==> src/rtl/wb_stage.sv <==
// Writeback stage: accepts one completed instruction at a time. Loads wait for
// the data memory response, then the aligned and extended value is written.
// All register file and retire outputs are registered.
module wb_stage #(
  parameter int unsigned ADDR_WIDTH = 5,
  parameter int unsigned DATA_WIDTH = 64
) (
  input  logic                  clk,
  input  logic                  rst_n,
  input  logic                  in_valid,
  output logic                  in_ready,
  input  logic [DATA_WIDTH-1:0] in_pc,
  input  logic [ADDR_WIDTH-1:0] in_rd,
  input  logic                  in_rd_wen,
  input  logic                  in_is_load,
  input  logic [2:0]            in_funct3,
  input  logic [2:0]            in_addr_low,
  input  logic [DATA_WIDTH-1:0] in_result,
  input  logic                  mem_rvalid,
  input  logic [DATA_WIDTH-1:0] mem_rdata,
  output logic [ADDR_WIDTH-1:0] rf_rd,
  output logic                  rf_wen,
  output logic [DATA_WIDTH-1:0] rf_dataD,
  output logic                  retire_valid,
  output logic [DATA_WIDTH-1:0] retire_pc
);

  // The load extraction below hard-codes byte lanes of a 64-bit doubleword.
  if (DATA_WIDTH != 64) begin : g_width_check
    $error("wb_stage: only DATA_WIDTH == 64 is supported");
  end

  typedef enum logic [0:0] {StIdle, StWaitMem} state_e;

  state_e state_q, state_d;

  logic [ADDR_WIDTH-1:0] rd_q;
  logic                  rd_wen_q;
  logic [DATA_WIDTH-1:0] pc_q;
  logic [2:0]            funct3_q;
  logic [2:0]            addr_low_q;

  logic [ADDR_WIDTH-1:0] rf_rd_q;
  logic                  rf_wen_q;
  logic [DATA_WIDTH-1:0] rf_data_q;
  logic                  retire_valid_q;
  logic [DATA_WIDTH-1:0] retire_pc_q;

  logic                  accept;
  logic                  load_done;
  logic [7:0]            ld_byte;
  logic [15:0]           ld_half;
  logic [31:0]           ld_word;
  logic [DATA_WIDTH-1:0] load_data;

  assign in_ready  = (state_q == StIdle);
  assign accept    = in_valid && in_ready;
  assign load_done = (state_q == StWaitMem) && mem_rvalid;

  // Next-state logic: only loads leave IDLE; the memory response returns to IDLE.
  always_comb begin
    state_d = state_q;
    unique case (state_q)
      StIdle:    if (accept && in_is_load) state_d = StWaitMem;
      StWaitMem: if (mem_rvalid) state_d = StIdle;
      default:   state_d = StIdle;
    endcase
  end

  // State register.
  always_ff @(posedge clk or negedge rst_n) begin
    if (!rst_n) state_q <= StIdle;
    else        state_q <= state_d;
  end

  // Capture the instruction context needed to complete a pending load.
  always_ff @(posedge clk or negedge rst_n) begin
    if (!rst_n) begin
      rd_q       <= '0;
      rd_wen_q   <= 1'b0;
      pc_q       <= '0;
      funct3_q   <= 3'b000;
      addr_low_q <= 3'b000;
    end else if (accept) begin
      rd_q       <= in_rd;
      rd_wen_q   <= in_rd_wen;
      pc_q       <= in_pc;
      funct3_q   <= in_funct3;
      addr_low_q <= in_addr_low;
    end
  end

  // Select the addressed lane; address bits below the access size are ignored.
  always_comb begin
    ld_byte   = mem_rdata[{addr_low_q, 3'b000} +: 8];
    ld_half   = mem_rdata[{addr_low_q[2:1], 4'b0000} +: 16];
    ld_word   = mem_rdata[{addr_low_q[2], 5'b00000} +: 32];
    load_data = '0;
    unique case (funct3_q)
      3'b000:  load_data = {{(DATA_WIDTH-8){ld_byte[7]}}, ld_byte};
      3'b100:  load_data = {{(DATA_WIDTH-8){1'b0}}, ld_byte};
      3'b001:  load_data = {{(DATA_WIDTH-16){ld_half[15]}}, ld_half};
      3'b101:  load_data = {{(DATA_WIDTH-16){1'b0}}, ld_half};
      3'b010:  load_data = {{(DATA_WIDTH-32){ld_word[31]}}, ld_word};
      3'b110:  load_data = {{(DATA_WIDTH-32){1'b0}}, ld_word};
      3'b011:  load_data = mem_rdata;
      default: load_data = '0;
    endcase
  end

  // Write/retire outputs: pulse for one cycle, index/data/pc hold between events.
  always_ff @(posedge clk or negedge rst_n) begin
    if (!rst_n) begin
      rf_rd_q        <= '0;
      rf_wen_q       <= 1'b0;
      rf_data_q      <= '0;
      retire_valid_q <= 1'b0;
      retire_pc_q    <= '0;
    end else if (accept && !in_is_load) begin
      rf_rd_q        <= in_rd;
      rf_wen_q       <= in_rd_wen && (in_rd != '0);
      rf_data_q      <= in_result;
      retire_valid_q <= 1'b1;
      retire_pc_q    <= in_pc;
    end else if (load_done) begin
      rf_rd_q        <= rd_q;
      rf_wen_q       <= rd_wen_q && (rd_q != '0);
      rf_data_q      <= load_data;
      retire_valid_q <= 1'b1;
      retire_pc_q    <= pc_q;
    end else begin
      rf_wen_q       <= 1'b0;
      retire_valid_q <= 1'b0;
    end
  end

  assign rf_rd        = rf_rd_q;
  assign rf_wen       = rf_wen_q;
  assign rf_dataD     = rf_data_q;
  assign retire_valid = retire_valid_q;
  assign retire_pc    = retire_pc_q;

endmodule

==> config.mk <==
export PLATFORM = sky130hd
export DESIGN_NAME = wb_stage
export DESIGN_NICKNAME = d
export VERILOG_FILES = /design/src/rtl/wb_stage.sv
export SDC_FILE = /design/constraint.sdc
export NUM_CORES = 1
export LEC_CHECK = 0
export ABC_AREA = 1
export BUFFER_PORTS_ARGS = -buffer_cell sky130_fd_sc_hd__buf_2
export CAP_MARGIN = 0
export CORE_MARGIN = 4
export CORE_UTILIZATION = 41
export CTS_CLUSTER_DIAMETER = 50
export DETAILED_ROUTE_END_ITERATION = 10
export PLACE_DENSITY = 0.78
export SYNTH_ARGS = -nofsm -noshare
export SYNTH_HDL_FRONTEND = slang
export SYNTH_SLANG_ARGS = --single-unit
==> constraint.sdc <==
create_clock -name clk -period 2.88 [get_ports clk]
set_input_delay 0.144 -clock clk [delete_from_list [all_inputs] [get_ports clk]]
set_output_delay 0.144 -clock clk [all_outputs]
set_load 0.005 [all_outputs]
==> summary.txt <==
Outcome - finished, final reports clean
Worst setup margin - 0.259 ns
PortBufs - 344
Int Pwr - 6.92 mW
Initial Utilization - 0.421
CP arrival - 3.08 ns
MaxCap Viol Count - 0
Cell variety after synth - 29
Wire length per cell - 18.0 um
Pre-CTS setup slack - 0.540 ns
Via/cell ratio - 5.28
Post-synthesis cell area - 11100 um^2
WP buf/inv - 3
Final Hold Fails - 0
M2 GR Usage - 0.438
Synth Instances - 1437
Layout overhead on the synthesized area - 38.5%
Unrepaired setup endpoints after global routing - false
Worst EP required - 3.34 ns
DRC - 0
Total Nets Final - 2097
Clk root buf - clkbuf_16
Final WL - 40600 um
Share of post-route cells with drive strength above 1 - 0.225
Sw Share - 0.335
RR Endpoint - state_q
TritonCTS clock tree - yes
Worst ir drop on vdd - 0.000451 V
DRT iter0 DRCs - 1014
Hold Path Depth - 5
Yosys warns - 0
Clk slew on worst S/H paths - 0.06 ns
Kind of critical path - reg -> reg
Total GRT Usage - 0.260
Ports - 345
Die Ht - 172 um
Core area - 26400 um^2
Num rows - 59
Critical-path cell with the highest stage delay - inv_1
Register-to-register setup slack - 0.26 ns
Placed cell count - 2041
Fin crit period - 2.62 ns
Die area - 29700 um^2
Busiest layer in global routing - met2
Antenna-violating nets left - 0
Switch Pwr - 3.49 mW
Max Fanout on Critical Path - 125
Combinational share of power - 0.300
Commonest cells after routing, fill and taps aside - nand2_1, buf_2, dfrtp_1, inv_1, dlygate4sd3_1
Hold Path Origin - mem_rdata[49]
Grt ovf - 0
Power share of the clock group - 0.313
Cell Area, Placed - 12900 um^2
Crit. End Element - flip-flop
Fraction of the cycle the final worst path needs - 0.910
Layout Utilization - 0.583
M3 GR Usage - 0.0544
Post-route setup TNS - 0 ns
First-pass GRT wire length - 61800 um
H-tree levels - 1
Vias in the first global route - 11700
Final Instance Area - 15400 um^2
Actual slew at the worst max-slew pin - 0.975 ns
Final Skew - 0.0162 ns
Fin. max-slew vios - 0
Largest net degree at the start of global routing - 126
Clock Latency Late Sink - 0.54 ns
Initial antenna violation count - 7
Cell Chain, Critical Path - nor2_4, buf_12, inv_1, o22ai_1, dlygate4sd3_1
CTS Buffer Depth - 3
Critical path's largest stage delay - 0.58 ns
Yosys reg bits - 212
P_leak - 8.44 nW
Max_slew headroom - 0.349
Most common cell after layout, fill and taps aside - nand2_1
Placer Congestion - 0.892
Avg Inst Size Synth - 7.72 um^2
Buffer count from post-CTS setup fixing - 0
Sink Count - 212
Syn nets - 1646
Fmax - 0.382 GHz
R2R depth - 5
Total CTS buffers - 26
Finish-stage setup viols - 0
Final Hold Slack - 0.00685 ns
Largest delay share family, worst path - buffers and inverters
Hold Path Sink - rf_dataD[49]
Worst min-delay path category - in -> reg
Seq/Total Area, Yosys - 0.478
Startpoint Class - flip-flop
Pwr/cell area - 678 nW/um^2
Worst reg2reg startpoint - state_q
Total number of vias - 11900
Total chip power - 10.4 mW
Drt first pass iters - 5
Die width - 172 um
Met1 Usage GRT - 0.320
DP Wirelength - 26500 um
Sequential Power Share - 0.388
Fin cells - 2248
power by group through the flow:
stage,Sequential (mW),Combinational [mW],Clock [mW]
6_report,4.04,3.12,3.26
4_1_cts,4.02,3.08,3.31
5_1_grt,4.10,3.48,3.43
3_5_place_dp,4.05,2.84,0
3_3_place_gp,4.04,2.79,0
2_1_floorplan,4.04,1.62,0
area by class of cell:
class	count	area, um^2
Sequential cell	212	5310
Inverter	197	749
Antenna cell	7	17.5
Multi-Input combinational cell	932	4510
Clock inverter	10	106
Clock buffer	36	758
Timing Repair Buffer	519	3490
Fill cell	2250	11000
Tap cell	335	419
synth_stat cells:
library cell	instances	area, um^2
nand2_2	4	25.0
buf_6	14	158
buf_2	41	205
nand3_1	79	395
o2bb2ai_1	38	333
inv_2	4	15.0
nand3_2	4	40.0
clkbuf_1	31	116
inv_1	192	721
nor2_1	36	135
o22ai_1	3	18.8
o21ai_0	110	551
buf_1	6	22.5
dfrtp_1	212	5310
nand3b_1	4	30.0
nand2_1	481	1810
nand4_1	1	6.26
a21oi_1	76	380
o221ai_1	2	17.5
a22oi_1	28	210
nor2_4	1	11.3
o31ai_1	2	15.0
a21oi_2	5	43.8
and2_1	1	6.26
nor3_1	3	15.0
o211ai_1	1	7.51
a22o_1	53	464
inv_4	1	6.26
buf_4	4	30.0
flip-flops by register name, summed over array words and instances, names as in the netlist, 3 cells and up:
name	cells
pc_q	64
rf_rd	5
funct3_q	3
rd_q	5
addr_low_q	3
rf_dataD	64
retire_pc	64
worst min-delay path: stages:
cell,delay (ns)
buf_2,0.13
a21oi_1,0.07
nand3_1,0.08
nand2_1,0.05
nand2_1,0.05
metal layers:
layer	share of wire	wire length [um]
met5	0.00039	16
met3	0.081	3270
met1	0.39	15800
met2	0.48	19300
met4	0.052	2130
worst max-delay path by stage:
stage / from / to / slack, ns / cells after the start
global route: state_q / state_q / 0.08 / 5
floorplan: addr_low_q[1] / rf_dataD[54] / 1.43 / 12
detailed placement: addr_low_q[2] / rf_dataD[38] / 0.54 / 8
finish: state_q / state_q / 0.26 / 5
CTS: addr_low_q[2] / rf_dataD[63] / 0.07 / 9
global placement: addr_low_q[2] / rf_dataD[57] / 0.60 / 8
kinds of logic (layout without fill, tap and decap cells):
family / after synthesis / after routing / share of synthesized area
buffers and inverters: 293 / 762 / 0.115
AO/OA/AOI/OAI: 318 / 318 / 0.184
flip-flops: 212 / 212 / 0.478
AND/OR/NAND/NOR: 614 / 614 / 0.223
other: 0 / 7 / 0
repair_timing:
action | CTS | global route
endpoints found under the hold margin | 304 | 0
hold buffers | 154 | 0
resized for setup | 0 | 4
setup endpoints to repair | 0 | 11
No activity file was read; power rests on OpenSTA's default activity.
